`src/rtl/arm_multicycle_controller_pkg.sv`:
```
// Shared types and constants for the multicycle ARM controller.
package arm_multicycle_controller_pkg;

  typedef enum logic [3:0] {
    S_FETCH    = 4'd0,
    S_DECODE   = 4'd1,
    S_MEMADR   = 4'd2,
    S_MEMRD    = 4'd3,
    S_MEMWB    = 4'd4,
    S_MEMWR    = 4'd5,
    S_EXECUTER = 4'd6,
    S_EXECUTEI = 4'd7,
    S_ALUWB    = 4'd8,
    S_BRANCH   = 4'd9,
    S_UNKNOWN  = 4'd10
  } state_t;

  // Instruction classes (Instr[27:26])
  localparam logic [1:0] OP_DP  = 2'b00;
  localparam logic [1:0] OP_MEM = 2'b01;
  localparam logic [1:0] OP_BR  = 2'b10;
  localparam logic [1:0] OP_UND = 2'b11;

  // ALU operation selects
  localparam logic [1:0] ALU_ADD = 2'b00;
  localparam logic [1:0] ALU_SUB = 2'b01;
  localparam logic [1:0] ALU_AND = 2'b10;
  localparam logic [1:0] ALU_ORR = 2'b11;

  // Condition codes (Instr[31:28])
  localparam logic [3:0] COND_EQ = 4'h0;
  localparam logic [3:0] COND_NE = 4'h1;
  localparam logic [3:0] COND_CS = 4'h2;
  localparam logic [3:0] COND_CC = 4'h3;
  localparam logic [3:0] COND_MI = 4'h4;
  localparam logic [3:0] COND_PL = 4'h5;
  localparam logic [3:0] COND_VS = 4'h6;
  localparam logic [3:0] COND_VC = 4'h7;
  localparam logic [3:0] COND_HI = 4'h8;
  localparam logic [3:0] COND_LS = 4'h9;
  localparam logic [3:0] COND_GE = 4'hA;
  localparam logic [3:0] COND_LT = 4'hB;
  localparam logic [3:0] COND_GT = 4'hC;
  localparam logic [3:0] COND_LE = 4'hD;
  localparam logic [3:0] COND_AL = 4'hE;

  // Evaluate a condition field against stored flags {N,Z,C,V}.
  function automatic logic cond_check(input logic [3:0] cond, input logic [3:0] flags);
    logic n, z, c, v, ge;
    n  = flags[3];
    z  = flags[2];
    c  = flags[1];
    v  = flags[0];
    ge = (n == v);
    case (cond)
      COND_EQ: cond_check = z;
      COND_NE: cond_check = ~z;
      COND_CS: cond_check = c;
      COND_CC: cond_check = ~c;
      COND_MI: cond_check = n;
      COND_PL: cond_check = ~n;
      COND_VS: cond_check = v;
      COND_VC: cond_check = ~v;
      COND_HI: cond_check = c & ~z;
      COND_LS: cond_check = ~(c & ~z);
      COND_GE: cond_check = ge;
      COND_LT: cond_check = ~ge;
      COND_GT: cond_check = ~z & ge;
      COND_LE: cond_check = z | ~ge;
      COND_AL: cond_check = 1'b1;
      default: cond_check = 1'b0;
    endcase
  endfunction

endpackage

```
`src/rtl/arm_multicycle_controller_cond_logic.sv`:
```
// Condition logic: NZCV flag storage, condition check and write gating.
module arm_multicycle_controller_cond_logic
  import arm_multicycle_controller_pkg::*;
(
  input  logic       clk,
  input  logic       reset,
  input  logic [3:0] cond,
  input  logic [3:0] alu_flags,
  input  logic [1:0] flag_w,
  input  logic       pcs,
  input  logic       next_pc,
  input  logic       reg_w,
  input  logic       mem_w,
  output logic       pc_write,
  output logic       reg_write,
  output logic       mem_write
);

  logic [3:0] flags_q, flags_d;
  logic       cond_ex_delayed_q, cond_ex_delayed_d;
  logic       cond_ex;

  // Condition check on stored flags and next flag / delayed-condition values
  always_comb begin
    cond_ex           = cond_check(cond, flags_q);
    flags_d           = flags_q;
    cond_ex_delayed_d = cond_ex;
    if (flag_w[1] & cond_ex) flags_d[3:2] = alu_flags[3:2];
    if (flag_w[0] & cond_ex) flags_d[1:0] = alu_flags[1:0];
  end

  // Flag and delayed-condition registers
  always_ff @(posedge clk or negedge reset) begin
    if (!reset) begin
      flags_q           <= 4'b0000;
      cond_ex_delayed_q <= 1'b0;
    end else begin
      flags_q           <= flags_d;
      cond_ex_delayed_q <= cond_ex_delayed_d;
    end
  end

  // Writes use the condition sampled a cycle earlier so an instruction's own
  // flag update cannot cancel its write-back; NextPC is never gated.
  always_comb begin
    pc_write  = (pcs & cond_ex_delayed_q) | next_pc;
    reg_write = reg_w & cond_ex_delayed_q;
    mem_write = mem_w & cond_ex_delayed_q;
  end

endmodule

```
`src/rtl/arm_multicycle_controller.sv`:
```
// Multicycle ARM controller: Moore main FSM, ALU/instruction decoders,
// and the condition-logic sub-block.
module arm_multicycle_controller
  import arm_multicycle_controller_pkg::*;
(
  input  logic        clk,
  input  logic        reset,
  input  logic [31:12] Instr,
  input  logic [3:0]  ALUFlags,
  output logic        PCWrite,
  output logic        MemWrite,
  output logic        RegWrite,
  output logic        IRWrite,
  output logic        AdrSrc,
  output logic [1:0]  RegSrc,
  output logic [1:0]  ALUSrcA,
  output logic [1:0]  ALUSrcB,
  output logic [1:0]  ResultSrc,
  output logic [1:0]  ImmSrc,
  output logic [1:0]  ALUControl
);

  state_t     state_q, state_d;
  logic [3:0] cond;
  logic [1:0] op;
  logic [5:0] funct;
  logic [3:0] rd;
  logic       next_pc, reg_w, mem_w, branch, alu_op;
  logic [1:0] flag_w;
  logic       pcs;
  logic       unused_rn;

  assign cond      = Instr[31:28];
  assign op        = Instr[27:26];
  assign funct     = Instr[25:20];
  assign rd        = Instr[15:12];
  assign unused_rn = ^Instr[19:16];

  // State register
  always_ff @(posedge clk or negedge reset) begin
    if (!reset) state_q <= S_FETCH;
    else        state_q <= state_d;
  end

  // Next-state logic and Moore control outputs
  always_comb begin
    state_d   = S_FETCH;
    next_pc   = 1'b0;
    IRWrite   = 1'b0;
    AdrSrc    = 1'b0;
    ALUSrcA   = 2'b00;
    ALUSrcB   = 2'b00;
    ResultSrc = 2'b00;
    reg_w     = 1'b0;
    mem_w     = 1'b0;
    branch    = 1'b0;
    alu_op    = 1'b0;
    case (state_q)
      S_FETCH: begin
        next_pc   = 1'b1;
        IRWrite   = 1'b1;
        ALUSrcA   = 2'b01;
        ALUSrcB   = 2'b10;
        ResultSrc = 2'b10;
        state_d   = S_DECODE;
      end
      S_DECODE: begin
        ALUSrcA   = 2'b01;
        ALUSrcB   = 2'b10;
        ResultSrc = 2'b10;
        case (op)
          OP_MEM:  state_d = S_MEMADR;
          OP_DP:   state_d = funct[5] ? S_EXECUTEI : S_EXECUTER;
          OP_BR:   state_d = S_BRANCH;
          default: state_d = S_UNKNOWN;
        endcase
      end
      S_MEMADR: begin
        ALUSrcB = 2'b01;
        state_d = funct[0] ? S_MEMRD : S_MEMWR;
      end
      S_MEMRD: begin
        AdrSrc  = 1'b1;
        state_d = S_MEMWB;
      end
      S_MEMWB: begin
        reg_w     = 1'b1;
        ResultSrc = 2'b01;
      end
      S_MEMWR: begin
        mem_w  = 1'b1;
        AdrSrc = 1'b1;
      end
      S_EXECUTER: begin
        alu_op  = 1'b1;
        state_d = S_ALUWB;
      end
      S_EXECUTEI: begin
        ALUSrcB = 2'b01;
        alu_op  = 1'b1;
        state_d = S_ALUWB;
      end
      S_ALUWB: begin
        reg_w = 1'b1;
      end
      S_BRANCH: begin
        branch    = 1'b1;
        ALUSrcB   = 2'b01;
        ResultSrc = 2'b10;
      end
      default: ;
    endcase
  end

  // ALU decoder: operation select and flag-write enables
  always_comb begin
    ALUControl = ALU_ADD;
    flag_w     = 2'b00;
    if (alu_op) begin
      case (funct[4:1])
        4'b0100: ALUControl = ALU_ADD;
        4'b0010: ALUControl = ALU_SUB;
        4'b0000: ALUControl = ALU_AND;
        4'b1100: ALUControl = ALU_ORR;
        default: ALUControl = ALU_ADD;
      endcase
      // Only arithmetic ops touch C and V
      flag_w[1] = funct[0];
      flag_w[0] = funct[0] & ((ALUControl == ALU_ADD) | (ALUControl == ALU_SUB));
    end
  end

  // Instruction decoder and PC-source logic
  always_comb begin
    RegSrc = {op == OP_MEM, op == OP_BR};
    ImmSrc = op;
    pcs    = ((rd == 4'hF) & reg_w) | branch;
  end

  arm_multicycle_controller_cond_logic u_cond_logic (
    .clk       (clk),
    .reset     (reset),
    .cond      (cond),
    .alu_flags (ALUFlags),
    .flag_w    (flag_w),
    .pcs       (pcs),
    .next_pc   (next_pc),
    .reg_w     (reg_w),
    .mem_w     (mem_w),
    .pc_write  (PCWrite),
    .reg_write (RegWrite),
    .mem_write (MemWrite)
  );

endmodule

```
`config.mk`:
```
export PLATFORM = sky130hd
export DESIGN_NAME = arm_multicycle_controller
export DESIGN_NICKNAME = d
export VERILOG_FILES = /design/src/rtl/arm_multicycle_controller_pkg.sv /design/src/rtl/arm_multicycle_controller_cond_logic.sv /design/src/rtl/arm_multicycle_controller.sv
export SDC_FILE = /design/constraint.sdc
export NUM_CORES = 1
export LEC_CHECK = 0
export BUFFER_PORTS_ARGS = -buffer_cell sky130_fd_sc_hd__buf_2
export CORE_MARGIN = 2
export CORE_UTILIZATION = 39
export DETAILED_ROUTE_END_ITERATION = 10
export GPL_TIMING_DRIVEN = 1
export PLACE_DENSITY = 0.74
export SLEW_MARGIN = 20
export SYNTH_ARGS = -nofsm -noshare
export SYNTH_HDL_FRONTEND = slang
export SYNTH_SLANG_ARGS = --single-unit
```
`constraint.sdc`:
```
create_clock -name clk -period 1.8 [get_ports clk]
set_input_delay 0.45 -clock clk [delete_from_list [all_inputs] [get_ports clk]]
set_output_delay 0.45 -clock clk [all_outputs]
set_load 0.01 [all_outputs]
```
; After elaboration in Yosys (flattened, before gate mapping)
; Index checks and enable logic that the tools add are counted.
[classes]
addsub = 0
mul = 0
div_mod_pow = 0
magnitude_cmp = 0
n_eq_ne = 30
shift = 0
n_mux = 18
bitwise_logic = 19
reduce_logical = 11
[op_table]
columns = op, n
row1 = $eq 4x4->1 const B, 11
row2 = $eq 4x3->1 const B, 8
row3 = $eq 4x2->1 const B, 5
row4 = $pmux 4 s5, 1
row5 = $pmux 1 s15, 1
row6 = $logic_not 4->1, 3
row7 = $pmux 4 s3, 1
row8 = $and 1x1->1, 9
row9 = $eq 4x1->1 const B, 2
row10 = $mux 1, 8
row11 = $pmux 2 s2, 2
row12 = $reduce_or 2->1, 4
row13 = $mux 2, 3
row14 = $not 1->1, 6
row15 = $pmux 2 s3, 1
row16 = $reduce_or 3->1, 2
row17 = $eq 2x1->1 const B, 2
row18 = $logic_not 2->1, 2
row19 = $or 1x1->1, 4
row20 = $mux 3, 1
row21 = $eq 2x2->1 const B, 1
row22 = $eq 1x1->1, 1
[word_totals]
reg_bits = 9
latchBits = 0
mem_bits_rw = 0
rom_bits = 0
input_bits = 26
output_inout_bits = 17
elab_cells = 82
n_memories = 0

; Longest topological paths before layout
[depth]
depth_word = 9
depth_mapped = 6
depth_no_buf = 6

; Modules after synthesis
; From an unflattened synthesis, not the netlist that was laid out.
[unflattened]
cells_unflattened = 99
hier_area_um2 = 877.1
[modules_own_cells]
columns = mod, instances, cells_per_inst, area_per_inst_um2, seq_area_each_um2
row1 = arm_multicycle_controller, 1, 60, 461.7, 100.1
row2 = arm_multicycle_controller_cond_logic, 1, 39, 415.4, 125.1

; Worst setup path before layout
; OpenSTA, ideal clock, no wires.
[synth_path]
path_type = reg2reg
from = register u_cond_logic.flags_q[3]
to = register u_cond_logic.flags_q[0]
setup_ns = 0.125
t_arrival_ns = 1.686
required_ns = 1.675
slack_ns = -0.011
path_stages_with_launch = 7
n_path_buf = 0
period_less_slack_ns = 1.811
cell_sequence = dfrtp_1 -> xnor2_1 -> a211oi_1 -> o311ai_2 -> nand4_2 -> nand3_1 -> mux2_2
[synth_between]
elab_chain_cells = 5
elab_cells_between_ends = 7
classes_between = 1 x eq/ne / 1 x mux / 5 x bitwise
[synth_lines]
columns = element, line
row1 = start: declaration, arm_multicycle_controller_cond_logic.sv:19  ; logic [3:0] flags_q, flags_d;
row2 = start signal: assignment, arm_multicycle_controller_cond_logic.sv:38  ; flags_q <= flags_d;
row3 = $eq 1x1->1, arm_multicycle_controller_pkg.sv:54  ; ge = (n == v);
row4 = $not 1->1, "arm_multicycle_controller_pkg.sv:67, arm_multicycle_controller_pkg.sv:69"
row5 = $or 1x1->1, arm_multicycle_controller_pkg.sv:69  ; COND_LE: cond_check = z | ~ge;
row6 = $pmux 1 s15 *, arm_multicycle_controller_pkg.sv:55  ; case (cond)
row7 = named net u_cond_logic.cond_ex, arm_multicycle_controller_cond_logic.sv:21  ; logic cond_ex;
row8 = $and 1x1->1 *, arm_multicycle_controller_cond_logic.sv:29  ; if (flag_w[0] & cond_ex) flags_d[1:0] = alu_flags[1:0];
; The timed path passes the listed nets; every way through them passes the cells marked *.
; A chain may end at the register's enable or synchronous reset.

; Worst setup path in the final report
[layout_path]
from = register state_q[0]
to = output port ALUSrcB[0]
[layout_between]
elab_chain_cells = 3
elab_cells_between_ends = 8
classes_between = 4 x eq/ne / 1 x mux / 3 x reduce/logical
[layout_lines]
columns = element, line
row1 = start: declaration, arm_multicycle_controller.sv:23  ; state_t state_q, state_d;
row2 = start signal: assignment, arm_multicycle_controller.sv:42  ; else state_q <= state_d;
row3 = $eq 4x3->1 (tied with other cells), arm_multicycle_controller.sv:58  ; case (state_q)
row4 = $reduce_or 3->1 (no line) / $reduce_or 2->1 (equally long branches), -
row5 = $pmux 2 s2 *, arm_multicycle_controller.sv:58
row6 = end: declaration, arm_multicycle_controller.sv:17  ; output logic [1:0] ALUSrcB,
; Every way passes the cells marked *; elsewhere a longest branch is shown, timed or not.

==> insert_results.sql <==
INSERT INTO impl_metrics (metric_group, metric, value, unit) VALUES
('outcome', 'violations', 'setup timing', ''),
('hold_path', 'min_path_type', 'input pin to asynchronous set/reset pin', ''),
('yosys', 'synth.avg_cell_area', '7.98', 'um^2'),
('yosys', 'synth_nets', '126', ''),
('sta', 'final_max_slew_viols', '0', ''),
('drt', 'dr_total_vias', '958', ''),
('floorplan', 'die_w', '49.2', 'um'),
('pwr', 'p_clk_frac', '0.082', ''),
('sta', 'finalHoldViolations', '0', ''),
('clocking', 'cts_root_buf', 'sky130_fd_sc_hd__clkbuf_4', ''),
('pwr', 'seqPwrFrac', '0.207', ''),
('drt', 'postRouteWirelength', '2.35', 'mm'),
('pwr', 'switching_share', '0.425', ''),
('placement', 'gp_congestion', '0.798', ''),
('sta', 'final.setup_skew', '0.00826', 'ns'),
('pwr', 'total_leakage_power', '0.626', 'nW'),
('finish', 'area_growth', '63.6', '%'),
('sta', 'fin_ws', '-0.0125', 'ns'),
('global_route', 'globalRouteMet3Util', '0.0521', ''),
('clocking', 'cts_tree', 'built', ''),
('worst_setup_path', 'ff2ff_path_depth', '6', ''),
('floorplan', 'die_area', '2420', 'um^2'),
('drt', 'drt_iter0_drc', '15', ''),
('yosys', 'synthesis.yosys.warnings', '0', ''),
('yosys', 'syn_inst', '100', ''),
('pwr', 'power.share.combinational', '0.710', ''),
('pwr', 'internal_power', '0.00112', 'W'),
('pwr', 'switchingPower', '0.000827', 'W'),
('worst_setup_path', 'path_class', 'register to output port', ''),
('clocking', 'cts_buffers', '3', ''),
('finish', 'nNetsFinal', '183', ''),
('worst_setup_path', 'r2r_path_end', 'u_cond_logic.flags_q[0]', ''),
('global_route', 'first_pass_grt_wire_length', '3.78', 'mm'),
('drt', 'remaining_drc_errors', '0', ''),
('clocking', 'ctsLongestPathBuffers', '2', ''),
('worst_setup_path', 'setup.worst_path.end_class', 'output port', ''),
('worst_setup_path', 'reg2reg_slack', '-0.01', 'ns'),
('sta', 'min_period_over_period', '1.01', ''),
('finish', 'fill_count', '162', ''),
('drt', 'drt_pass1_iterations', '4', ''),
('finish', 'insertedDiodeCount', '0', ''),
('drt', 'final_antenna_net_count', '0', ''),
('drt', 'vias_per_cell', '5.23', ''),
('pwr', 'vdd_drop_max', '0.00109', 'V'),
('floorplan', 'floorplan.initialDensity', '0.411', ''),
('global_route', 'initial_antenna_violation_count', '0', ''),
('flow_run', 'timing.max_cap.violations', '0', ''),
('worst_setup_path', 'critPathLaunchType', 'register', ''),
('finish', 'leading_cell_types_in_the_layout_fill_and_taps_excluded', 'sky130_fd_sc_hd__buf_2, sky130_fd_sc_hd__buf_4, sky130_fd_sc_hd__nor2_1, sky130_fd_sc_hd__dfrtp_1, sky130_fd_sc_hd__nor3_1', ''),
('sta', 'number_of_endpoints_failing_setup_at_the_final_stage', '3', ''),
('drt', 'route.detailed.wl_per_inst', '12.9', 'um'),
('worst_setup_path', 'worst_ep_required_time', '1.35', 'ns'),
('global_route', 'gr_util_met1', '0.223', ''),
('worst_setup_path', 'r2r_start', 'u_cond_logic.flags_q[1]', ''),
('outcome', 'outcome', 'complete, but fails checks', ''),
('floorplan', 'ios', '43', ''),
('sta', 'unrepaired_setup_endpoints_after_global_routing', 'yes', ''),
('global_route', 'number_of_global_route_vias_before_repair', '885', ''),
('yosys', 'ys_seq_elements', '9', ''),
('floorplan', 'placementRows', '16', ''),
('yosys', 'mappedNetlistArea', '798', 'um^2'),
('yosys', 'synth_ff_type', 'sky130_fd_sc_hd__dfrtp_1', ''),
('finish', 'drive_gt1_frac', '0.571', ''),
('pwr', 'power_density', '1490', 'nW/um^2'),
('placement', 'inst_count_dp', '165', ''),
('global_route', 'grt_ovf', '0', ''),
('sta', 'final_worst_hold_slack', '0.0195', 'ns'),
('global_route', 'grt_use_met2', '0.358', ''),
('finish', 'mostFrequentLayoutCell', 'sky130_fd_sc_hd__buf_2', ''),
('yosys', 'synth-edff-count', '0', ''),
('clocking', 'cts.sinks', '9', '');
[worst max path at each step]
stage	start	end	slack [ns]
2_1_floorplan	u_cond_logic.flags_q[3]	u_cond_logic.flags_q[0]	0.06
6_report	state_q[0]	ALUSrcB[0]	-0.01
4_1_cts	state_q[3]	RegWrite	-0.05
3_5_place_dp	Instr[30]	u_cond_logic.flags_q[1]	-0.13
5_1_grt	state_q[3]	ALUControl[1]	-0.1
3_3_place_gp	Instr[31]	u_cond_logic.flags_q[0]	-0.11
[worst max-delay path, cell delays in order, from the launching register on]
cell and delay [ns]:
sky130_fd_sc_hd__dfrtp_2 0.45, sky130_fd_sc_hd__buf_6 0.14, sky130_fd_sc_hd__nor3b_2 0.16, sky130_fd_sc_hd__a21oi_1 0.07, sky130_fd_sc_hd__o22ai_1 0.12, sky130_fd_sc_hd__buf_2 0.16
[repair_timing]
| action | 4_1_cts | 5_1_grt |
|---|---|---|
| setup endpoints to repair | 11 | 14 |
| pin swaps | 6 | 9 |
| resized for setup | 8 | 19 |
| setup buffers | 5 | 9 |
[metal layers]
layer,wire length [um],vias up
li1,-,474
met1,968,449
met2,1250,33
met3,109,2
met4,24,0
met5,0,-
[Yosys cell counts (3+ instances only)]
cell | number | area [um^2]
sky130_fd_sc_hd__dfrtp_1 | 9 | 225
sky130_fd_sc_hd__inv_1 | 4 | 15.0
sky130_fd_sc_hd__xnor2_1 | 4 | 35.0
sky130_fd_sc_hd__a211oi_1 | 5 | 37.5
sky130_fd_sc_hd__nor2b_1 | 4 | 25.0
sky130_fd_sc_hd__nor3_1 | 7 | 35.0
sky130_fd_sc_hd__nor2_1 | 12 | 45.0
sky130_fd_sc_hd__mux2_2 | 4 | 45.0
sky130_fd_sc_hd__buf_4 | 3 | 22.5
sky130_fd_sc_hd__nand3b_1 | 3 | 22.5
sky130_fd_sc_hd__a21oi_1 | 4 | 20.0
sky130_fd_sc_hd__nor4_1 | 3 | 18.8
sky130_fd_sc_hd__o21ai_0 | 4 | 20.0
sky130_fd_sc_hd__clkbuf_1 | 4 | 15.0
sky130_fd_sc_hd__nand2_1 | 4 | 15.0
sky130_fd_sc_hd__nand3_1 | 4 | 20.0
[registers in the layout (all words and copies together) (netlist names)]
signal	flops
u_cond_logic.flags_q	4
u_cond_logic.cond_ex_delayed_q	1
state_q	4
[stage by stage]
step	total power (W)	setup TNS (ns)	util	cell area, um^2
3_5_place_dp	0.00135	-0.499	0.543	1050
3_3_place_gp	0.00133	-0.435	0.543	1050
5_1_grt	0.00209	-0.606	0.673	1310
2_1_floorplan	0.00101	0	-	806
6_report	0.00195	-0.0303	0.673	1310
4_1_cts	0.00166	-0.184	0.591	1150
[area by class of cell]
class                           count  area (um^2)  share of cell area
Tap cell                           27         33.8              0.0259
Multi-Input combinational cell     78          627               0.480
Timing Repair Buffer               61          377               0.288
Clock buffer                        4         26.3              0.0201
Sequential cell                     9          228               0.174
Inverter                            4         15.0              0.0115
[power by group through the flow]
| stage | registers (W) | clock network (W) | logic, W |
|---|---|---|---|
| floorplan | 0.000350 | 0 | 0.000659 |
| global placement | 0.000391 | 0 | 0.000940 |
| detailed placement | 0.000395 | 0 | 0.000959 |
| CTS | 0.000391 | 0.000164 | 0.00111 |
| global route | 0.000414 | 0.000187 | 0.00149 |
| finish | 0.000403 | 0.000160 | 0.00138 |
[cell families after synthesis]
kind of cell	count (synthesis)	share of synthesized area
other	1	0.00470
buffers and inverters	13	0.0768
AND/OR/NAND/NOR	49	0.357
XOR/XNOR	4	0.0439
AO/OA/AOI/OAI	20	0.179
multiplexers	4	0.0564
flip-flops	9	0.282
Note: power is estimated with default switching activity, not from simulation.
